--- src/rtl/instr_fifo_pkg.sv ---
// Shared defaults and mode encoding for the instruction-loading FIFO.
package instr_fifo_pkg;
  localparam int WIDTH_DEF = 10;
  localparam int DEPTH_DEF = 8;

  typedef enum logic {
    LOAD = 1'b0,
    RUN  = 1'b1
  } mode_t;
endpackage

--- src/rtl/instr_fifo_if.sv ---
// Bus between the switch/key front panel, the processor fetch port and instr_fifo.
interface instr_fifo_if #(
  parameter int WIDTH = instr_fifo_pkg::WIDTH_DEF,
  parameter int DEPTH = instr_fifo_pkg::DEPTH_DEF
);
  localparam int CW = $clog2(DEPTH) + 1;

  logic [WIDTH-1:0] DIN;
  logic             WR;
  logic             START;
  logic             RD;
  logic             REPLAY;
  logic [WIDTH-1:0] DOUT;
  logic             DVALID;
  logic             FULL;
  logic             EMPTY;
  logic [CW-1:0]    COUNT;
  logic             MODE;
  logic             OVF;
  logic             UNF;

  modport master (
    output DIN, WR, START, RD, REPLAY,
    input  DOUT, DVALID, FULL, EMPTY, COUNT, MODE, OVF, UNF
  );

  modport slave (
    input  DIN, WR, START, RD, REPLAY,
    output DOUT, DVALID, FULL, EMPTY, COUNT, MODE, OVF, UNF
  );
endinterface

--- src/rtl/instr_fifo_edge_det.sv ---
// One-bit rising-edge detector: evt is high for the cycle where d=1 and its registered copy is 0.
module edge_det (
  input  logic clk,
  input  logic rst_n,
  input  logic d,
  output logic evt
);
  logic q;

  always_ff @(posedge clk or negedge rst_n) begin
    if (!rst_n) q <= 1'b0;
    else        q <= d;
  end

  assign evt = d & ~q;
endmodule

--- src/rtl/instr_fifo.sv ---
// Instruction FIFO: loaded from switches in LOAD mode, drained by processor fetches in RUN mode.
// Optional macro INSTR_FIFO_REPLAY_EN adds program rewind on a REPLAY event.
module instr_fifo
  import instr_fifo_pkg::*;
#(
  parameter int WIDTH = WIDTH_DEF,
  parameter int DEPTH = DEPTH_DEF
) (
  input logic          CLK50MHz,
  input logic          RSTb,
  instr_fifo_if.slave  bus
);
  localparam int PW = $clog2(DEPTH);
  localparam int CW = PW + 1;

  logic [WIDTH-1:0] mem [DEPTH];
  logic [PW-1:0]    wr_ptr, rd_ptr, rd_ptr_inc;
  logic [CW-1:0]    count, count_next;
  logic [WIDTH-1:0] dout;
  logic             ovf, unf;
  mode_t            state, state_next;

  logic wr_evt, start_evt, replay_evt;
  logic full, empty, dvalid;
  logic push, pop, ovf_set, unf_set, enter_run, replay;

  edge_det u_wr     (.clk(CLK50MHz), .rst_n(RSTb), .d(bus.WR),     .evt(wr_evt));
  edge_det u_start  (.clk(CLK50MHz), .rst_n(RSTb), .d(bus.START),  .evt(start_evt));
  edge_det u_replay (.clk(CLK50MHz), .rst_n(RSTb), .d(bus.REPLAY), .evt(replay_evt));

`ifdef INSTR_FIFO_REPLAY_EN
  logic [PW-1:0] rd_save;
  logic [CW-1:0] cnt_save;
  assign replay = replay_evt && (state == RUN);
`else
  logic unused_replay;
  assign unused_replay = replay_evt;
  assign replay        = 1'b0;
`endif

  assign full       = (count == CW'(DEPTH));
  assign empty      = (count == '0);
  assign dvalid     = !empty;
  assign rd_ptr_inc = rd_ptr + 1'b1;

  always_comb begin
    push       = wr_evt && (state == LOAD) && !full;
    ovf_set    = wr_evt && (state == LOAD) && full;
    pop        = bus.RD && (state == RUN) && dvalid && !replay;
    unf_set    = bus.RD && ((state == LOAD) || !dvalid);
    count_next = count + CW'(push) - CW'(pop);
  end

  always_ff @(posedge CLK50MHz or negedge RSTb) begin
    if (!RSTb) state <= LOAD;
    else       state <= state_next;
  end

  // The LOAD exit test uses count_next so a push coinciding with START counts.
  always_comb begin
    state_next = state;
    unique case (state)
      LOAD: if (start_evt && (count_next != '0)) state_next = RUN;
      RUN: begin
        if (start_evt) state_next = LOAD;
`ifndef INSTR_FIFO_REPLAY_EN
        else if (pop && (count_next == '0)) state_next = LOAD;
`endif
      end
      default: state_next = LOAD;
    endcase
  end

  always_comb begin
    enter_run  = (state == LOAD) && (state_next == RUN);
    bus.MODE   = (state == RUN);
    bus.DOUT   = dout;
    bus.DVALID = dvalid;
    bus.FULL   = full;
    bus.EMPTY  = empty;
    bus.COUNT  = count;
    bus.OVF    = ovf;
    bus.UNF    = unf;
  end

  always_ff @(posedge CLK50MHz) begin
    if (push) mem[wr_ptr] <= bus.DIN;
  end

  always_ff @(posedge CLK50MHz or negedge RSTb) begin
    if (!RSTb) begin
      wr_ptr <= '0;
      rd_ptr <= '0;
      count  <= '0;
      dout   <= '0;
      ovf    <= 1'b0;
      unf    <= 1'b0;
    end else begin
      if (push) wr_ptr <= wr_ptr + 1'b1;
`ifdef INSTR_FIFO_REPLAY_EN
      if (replay) begin
        rd_ptr <= rd_save;
        count  <= cnt_save;
        dout   <= mem[rd_save];
      end else
`endif
      begin
        count <= count_next;
        if (pop) rd_ptr <= rd_ptr_inc;
        // Head register bypasses storage when the first word lands in an empty queue.
        if (push && empty) dout <= bus.DIN;
        else if (pop)      dout <= mem[rd_ptr_inc];
      end
      if (enter_run) begin
        ovf <= 1'b0;
        unf <= 1'b0;
      end else begin
        if (ovf_set) ovf <= 1'b1;
        if (unf_set) unf <= 1'b1;
      end
    end
  end

`ifdef INSTR_FIFO_REPLAY_EN
  always_ff @(posedge CLK50MHz or negedge RSTb) begin
    if (!RSTb) begin
      rd_save  <= '0;
      cnt_save <= '0;
    end else if (enter_run) begin
      rd_save  <= rd_ptr;
      cnt_save <= count_next;
    end
  end
`endif
endmodule

--- src/flat_wrapper.sv ---
// flat-port wrapper written by rule: the top's interface ports become plain ports
module instr_fifo_flat import instr_fifo_pkg::*;
#(
  parameter int WIDTH = WIDTH_DEF,
  parameter int DEPTH = DEPTH_DEF
)
  (CLK50MHz, RSTb, bus_DIN, bus_WR, bus_START, bus_RD, bus_REPLAY, bus_DOUT, bus_DVALID, bus_FULL, bus_EMPTY, bus_COUNT, bus_MODE, bus_OVF, bus_UNF);
  instr_fifo_if #(.WIDTH(WIDTH), .DEPTH(DEPTH)) bus_i ();
  input logic CLK50MHz;
  input logic RSTb;
  input wire logic [$bits(bus_i.DIN)-1:0] bus_DIN;
  input wire logic [$bits(bus_i.WR)-1:0] bus_WR;
  input wire logic [$bits(bus_i.START)-1:0] bus_START;
  input wire logic [$bits(bus_i.RD)-1:0] bus_RD;
  input wire logic [$bits(bus_i.REPLAY)-1:0] bus_REPLAY;
  output wire logic [$bits(bus_i.DOUT)-1:0] bus_DOUT;
  output wire logic [$bits(bus_i.DVALID)-1:0] bus_DVALID;
  output wire logic [$bits(bus_i.FULL)-1:0] bus_FULL;
  output wire logic [$bits(bus_i.EMPTY)-1:0] bus_EMPTY;
  output wire logic [$bits(bus_i.COUNT)-1:0] bus_COUNT;
  output wire logic [$bits(bus_i.MODE)-1:0] bus_MODE;
  output wire logic [$bits(bus_i.OVF)-1:0] bus_OVF;
  output wire logic [$bits(bus_i.UNF)-1:0] bus_UNF;
  assign bus_i.DIN = bus_DIN;
  assign bus_i.WR = bus_WR;
  assign bus_i.START = bus_START;
  assign bus_i.RD = bus_RD;
  assign bus_i.REPLAY = bus_REPLAY;
  assign bus_DOUT = bus_i.DOUT;
  assign bus_DVALID = bus_i.DVALID;
  assign bus_FULL = bus_i.FULL;
  assign bus_EMPTY = bus_i.EMPTY;
  assign bus_COUNT = bus_i.COUNT;
  assign bus_MODE = bus_i.MODE;
  assign bus_OVF = bus_i.OVF;
  assign bus_UNF = bus_i.UNF;
  instr_fifo #(.WIDTH(WIDTH), .DEPTH(DEPTH)) u_core (.CLK50MHz(CLK50MHz), .RSTb(RSTb), .bus(bus_i));
endmodule
--- config.mk ---
export PLATFORM = sky130hd
export DESIGN_NAME = instr_fifo_flat
export DESIGN_NICKNAME = d
export VERILOG_FILES = /design/src/rtl/instr_fifo_pkg.sv /design/src/rtl/instr_fifo_if.sv /design/src/rtl/instr_fifo_edge_det.sv /design/src/rtl/instr_fifo.sv /design/src/flat_wrapper.sv
export SDC_FILE = /design/constraint.sdc
export NUM_CORES = 1
export LEC_CHECK = 0
export ABC_AREA = 1
export BUFFER_PORTS_ARGS = -buffer_cell sky130_fd_sc_hd__buf_2
export CAP_MARGIN = 20
export CORE_ASPECT_RATIO = 1.75
export CORE_MARGIN = 2
export CORE_UTILIZATION = 35
export CTS_CLUSTER_DIAMETER = 120
export DETAILED_ROUTE_END_ITERATION = 8
export GPL_ROUTABILITY_DRIVEN = 0
export PLACE_DENSITY_LB_ADDON = 0.2
export SLEW_MARGIN = 20
export SYNTH_ARGS = -nofsm -noshare
export SYNTH_HDL_FRONTEND = slang
export SYNTH_SLANG_ARGS = --single-unit
--- constraint.sdc ---
create_clock -name CLK50MHz -period 5.2 [get_ports CLK50MHz]
set_input_delay 1.3 -clock CLK50MHz [delete_from_list [all_inputs] [get_ports CLK50MHz]]
set_output_delay 1.3 -clock CLK50MHz [all_outputs]
set_load 0.02 [all_outputs]
==> flow_summary.toml, run 1 <==
[power_and_ir_drop]
p_leak_uw = 0.00232
p_per_area_nw_per_um2 = 568
power_uw = 3020
ir_drop_mv = 0.286

[final_layout]
final_util_pct = 41.0
finalInstanceArea_sq_um = 5310
multi_input_area_sq_um = 1370
seq_area_sq_um = 3030
drive_gt1_share_pct = 17.6
fillers = 1283
antenna_cells = 0
syn2layout_area_growth_pct = 14.2
nets = 503

[grt]
antenna_found_initial = 0
grt-ovfl-total = 0
grt_pass1_wl_um = 16700
grt.total_usage_pct = 15.7
grt_pass1_vias = 3096
grt_max_degree = 43

[timing]
setup-tns-final_ns = 0
hold_violations = 0
slew_headroom_pct = 29.8
setup_ws_ns = 1.94
tightest_slew_ns = 1.05
fin_crit_ns = 3.26
setup_viol_count_final = 0
final-max-slew-violation-count = 0
rsz0062_at_grt = "no"
fmax_ghz = 0.307
skew_ns = 0.0108
post-route-period-util_pct = 62.7

[synth]
synth_warnings = 0
syn_area_per_cell_sq_um = 10.5
syn_nets = 467
async_reset_ff_share_pct = 23.8
synth_cells = 442
post_synth_num_cell_types = 31
synthFlopType = "edfxtp_1"
yosysTopAreaCell = "edfxtp_1"
netlist_top_cells_area = "edfxtp_1 52%, nand2_1 14%, dfrtp_1 13%"
ys_top_cells_by_count = "175 x nand2_1, 80 x edfxtp_1, 53 x nand3_1"
yosysSeqAreaShare_pct = 65.1
synth-edff-count = 80
yosys.cell_count.top_type = "nand2_1"
synth-seq-cells = 105
synth.cell_area_sq_um = 4650
synth_top_cell_area_share_pct = 51.7

[floorplanning]
die-area_sq_um = 14300
core_sq_um = 12900
fp.dieH_um = 156
fp.dieW_um = 91.1
num_rows = 55
initial_core_util_pct = 35.9
pin_count = 36

[clock_tree]
cts_sinks = 105
cts-hold-fix-buffers = 0
cts_setup_buffers = 0
cts_made_buffers = 9
cts-root-buf = "clkbuf_16"
post_cts_resized = 0
clkTransAtPathRegs_ns = 0.07
clkLatencyLatePin_ns = 0.35
cts_max_path_buffers = 2
tritoncts = "yes"
htreeDepth = 3

[detailed_routing]
dr.pass1.iters = 4
drc = 0
final_antenna_net_count = 0
drt-initial-drc-count = 242
vias = 3036
wire_per_inst_um = 15.8
wirelength_um = 10400
routed_via_density = 4.64

[worst_setup_path]
rr_endpoint = "u_core.bus.MODE"
cpMaxStageDelayCell = "fa_1"
crit_fanout = 14
worstReg2RegStart = "u_core.bus.COUNT[2]"
startpoint = "bus_RD"
crit_arrival_ns = 3.50
criticalPathCategory = "in -> reg"
start_kind = "input port"
crit_chain = "buf_2, nand2_2, a21oi_4, ha_1, inv_1, ha_1, inv_1, fa_1, nand2_1, nor2_1, nand3_1, nand2_1, nand2_1"
setup.worst_path.end_class = "flop"
reg2reg_setup_slack_ns = 2.34
r2r_cells = 13
cp_slowest_stage_delay_ns = 0.50
cpMostUsedCell = "nand2_1"
worstPathRequired_ns = 5.44

[flow_run]
max-cap-violations = 0

[placement]
pre_cts_ws_ns = 1.53
dp_hpwl_um = 6840
port_buffers = 34
post_dp_cell_area_sq_um = 4990

[min_path]
worstHoldStart = "u_core.rd_ptr[1]"
hold_path_end = "u_core.rd_ptr[1]"
worstHoldPathCells = 2
hold_class = "reg -> reg"

[outcome]
status = "finished, final reports clean"
[per-stage QoR]
stage / hold slack [ns] / cells
detailed placement: 0.493 / 638
CTS: 0.511 / 654
global placement: 0.473 / 637
global route: 0.533 / 654
floorplan: 0.459 / 442
finish: 0.512 / 654
[per-layer routing]
metal  GRT usage (%)  routed length (um)  vias up
met5               0                   0        -
met4            7.72                 353        0
met3            2.21                 217       26
met2            29.3                5730       44
met1            17.2                4050     1438
li1                -                   -     1528
[power by group]
group	leakage, uW	internal (uW)	switching [uW]
registers	0.00103	1030	93.4
logic	0.00115	376	821
clock network	0.000149	383	317
total	0.00232	1790	1230
[how the worst max path moves through the flow]
stage / endpoint / slack (ns) / cells past startpoint
finish: u_core.bus.MODE / 1.94 / 13
global route: u_core.bus.MODE / 1.70 / 13
CTS: u_core.bus.UNF / 1.89 / 12
detailed placement: u_core.bus.MODE / 1.53 / 13
global placement: u_core.bus.MODE / 1.56 / 13
floorplan: u_core.bus.MODE / 2.03 / 13
[logic make-up (layout without fill, tap and decap cells)]
family	after synthesis	in the layout	synth area share [%]
xor+xnor	3	3	0.565
compound gates	9	9	1.45
simple gates	258	258	24.7
fa+ha+maj	9	9	2.58
flops	105	105	65.1
buf+inv	58	99	5.60
[area by class of cell]
class	instances	share of cell area (%)
clock inverter	7	1.58
tap	171	4.03
clock buffer	9	4.24
timing repair buffer	42	4.41
multi-input combinational	279	25.8
inverter	41	2.95
sequential	105	57.0
[worst max-delay path: cells and delay by family]
kind | cells | cell delay (ns)
buffers and inverters | 3 | 0.21
AND/OR/NAND/NOR | 6 | 0.57
adder cells (fa/ha/maj) | 3 | 0.99
AO/OA/AOI/OAI | 1 | 0.44
[flip-flops by register name (all words and copies together), names as in the netlist]
| signal | cells |
|---|---|
| u_core.bus.COUNT | 4 |
| u_core.bus.DOUT | 10 |
| u_core.bus.MODE | 1 |
| u_core.bus.OVF | 1 |
| u_core.bus.UNF | 1 |
| u_core.mem | 80 |
| u_core.rd_ptr | 3 |
| u_core.u_start.q | 1 |
| u_core.u_wr.q | 1 |
| u_core.wr_ptr | 3 |
[layout by cell type, fill, tap and decap left out, drive strengths merged]
master,count
clkinv,2
dfrtp,25
ha,8
fa,1
xnor2,1
nand3,64
nor3,2
a31oi,1
inv,44
nand4,1
a21oi,5
buf,42
clkinvlp,1
edfxtp,80
o21ai,2
bufinv,1
xor2,2
clkbuf,9
or2,2
nand2,178
a21boi,1
nor2,11
(Power assumes the default switching activity.)
==> run 2: changes to the inputs <==
ABC_AREA = 0   (was 1)
clock period = 3.2 ns   (was 5.2 ns; I/O delays follow)
==> flow_summary.toml, run 2 <==
[outcome]
status = "finished, final reports clean"

[worst_setup_path]
crit_fanout = 2
setup.worst_path.end_class = "flop"
criticalPathCategory = "reg -> reg"
worstPathRequired_ns = 3.42
crit_arrival_ns = 3.26
start_kind = "flop"

[timing]
fin_crit_ns = 3.03
final-max-slew-violation-count = 0
setup_viol_count_final = 0
tightest_slew_ns = 0.698
post-route-period-util_pct = 94.8
skew_ns = 0.00737
fmax_ghz = 0.329
slew_headroom_pct = 53.4
setup_ws_ns = 0.165
hold_violations = 0

[final_layout]
top_register = "u_core.mem"
instances_no_fill = 443
largest_reg_flops = 80
final_common_cell = "edfxtp_1"
layout_common_cells = "80 x edfxtp_1, 34 x buf_2, 26 x nand2_1, 23 x buf_4, 23 x dfrtp_1"
nets = 326
finalInstanceArea_sq_um = 5040
syn2layout_area_growth_pct = 19.4
final_util_pct = 42.4
antenna_cells = 0
drive_gt1_share_pct = 35.3
fillers = 1062

[grt]
grt_max_degree = 26
grt_pass1_vias = 2393
grt-ovfl-total = 0
grt.total_usage_pct = 14.8
grt_pass1_wl_um = 13600
antenna_found_initial = 0

[clock_tree]
clkLatencyLatePin_ns = 0.34
cts-root-buf = "clkbuf_16"
cts_max_path_buffers = 2
tritoncts = "yes"
cts_made_buffers = 9
clkTransAtPathRegs_ns = 0.07
cts_sinks = 105
cts-hold-fix-buffers = 0
htreeDepth = 3
cts_setup_buffers = 0

[synth]
netlist_top_cells_area = "edfxtp_1 57%, dfrtp_1 15%, mux4_2 11%"
synth_cells = 240
synth-seq-cells = 105
synth.cell_area_sq_um = 4220
synth_warnings = 0
yosys.cell_count.top_type = "edfxtp_1"
async_reset_ff_share_pct = 23.8
yosysSeqAreaShare_pct = 71.8
yosysTopAreaCell = "edfxtp_1"
synth-edff-count = 80
synthFlopType = "edfxtp_1"
synth_top_cell_area_share_pct = 56.9
post_synth_num_cell_types = 33
syn_area_per_cell_sq_um = 17.6
syn_nets = 265
ys_top_cells_by_count = "80 x edfxtp_1, 26 x nand2_1, 25 x dfrtp_1"

[detailed_routing]
final_antenna_net_count = 0
drt-initial-drc-count = 130
dr.pass1.iters = 4
drc = 0
wire_per_inst_um = 19.9
routed_via_density = 5.22
vias = 2312
wirelength_um = 8810

[placement]
dp.cells = 427
dp_hpwl_um = 5750
port_buffers = 34
post_dp_cell_area_sq_um = 4710
pre_cts_ws_ns = 0.0119

[floorplanning]
die-area_sq_um = 13000
pin_count = 36
initial_core_util_pct = 35.5
num_rows = 53
fp.dieW_um = 87.0
fp.dieH_um = 149
core_sq_um = 11900

[power_and_ir_drop]
p_per_area_nw_per_um2 = 944
p_leak_uw = 0.00189
power_uw = 4750
ir_drop_mv = 0.464

[min_path]
hold_class = "in -> async"

[flow_run]
max-cap-violations = 0
==> run 2: changes by cell type in the layout (fill, tap and decap cells not counted), moves of 3 or more <==
| cell | previous run | this run |
|---|---|---|
| a21oi_1 | 4 | 12 |
| a221o_1 | 0 | 10 |
| buf_4 | 7 | 23 |
| inv_1 | 36 | 9 |
| mux4_2 | 0 | 20 |
| nand2_1 | 175 | 26 |
| nand2b_1 | 0 | 3 |
| nand3_1 | 53 | 1 |
| nand3_2 | 11 | 1 |
| xnor2_1 | 1 | 5 |
==> run 2: repair_timing <==
item	in CTS	in global routing
resized for setup	0	3
setup endpoints to repair	0	3
endpoints found under the hold margin	0	0
==> run 2: cell type report <==
class	count	area, sq um	area share, %
Clock buffer	9	225	4.47
Clock inverter	7	83.8	1.66
Multi-Input combinational cell	117	1140	22.7
Timing Repair Buffer	57	343	6.80
Tap cell	137	171	3.40
Inverter	11	41.3	0.819
Sequential cell	105	3030	60.1
==> run 2: metrics by stage <==
stage	hold WS, ns	TNS, ns
final	0.480	0
after global routing	0.520	-0.0264
after CTS	0.500	0
after detailed placement	0.483	0
after global placement	0.478	0
after floorplan	0.484	0
==> run 2: kinds of logic after synthesis <==
| kind of cell | synth area share (%) |
|---|---|
| AND/OR/NAND/NOR | 6.38 |
| multiplexers | 11.2 |
| XOR/XNOR | 1.25 |
| flip-flops | 71.8 |
| AO/OA/AOI/OAI | 4.75 |
| adder cells (fa/ha/maj) | 2.85 |
| buffers and inverters | 1.81 |
==> run 2: per-layer routing <==
metal | vias to the layer above | track usage (%) | share of wire (%)
li1 | 1056 | - | -
met4 | 0 | 6.09 | 2.1
met1 | 1200 | 17.7 | 40
met2 | 44 | 25.6 | 54
met3 | 12 | 2.77 | 3.2
met5 | - | 0 | 0
==> run 2: report_power, final <==
part / switching, uW / total [uW] / internal (uW)
registers: 120 / 1800 / 1680
clock network: 505 / 1130 / 623
logic: 1020 / 1830 / 810
total: 1640 / 4750 / 3110
==> run 2: path summary, 6_finish.rpt <==
kind | from | endpoint | cells past startpoint | slack [ns]
worst max-delay path | u_core.bus.COUNT[2] | u_core.bus.MODE | 14 | 0.17
worst min-delay path | RSTb | u_core.u_start.q | 1 | 0.48
worst max register to register | u_core.bus.COUNT[2] | u_core.bus.MODE | 14 | 0.17
worst min register to register | u_core.bus.UNF | u_core.bus.UNF | 1 | 0.49
max in group asynchronous | RSTb | u_core.bus.COUNT[2] | 1 | 2.26
min in group CLK50MHz | u_core.bus.UNF | u_core.bus.UNF | 1 | 0.49
==> run 2: worst max-delay path, cell delays in order (launching register included) <==
cell and delay [ns]:
dfrtp_2 0.41, inv_2 0.06, ha_1 0.13, or3b_4 0.38, nand3_2 0.09, inv_2 0.04, ha_1 0.26, inv_1 0.06
ha_1 0.16, inv_1 0.06, fa_1 0.48, inv_1 0.05, or3_4 0.41, nor4_1 0.21, o21ai_1 0.11
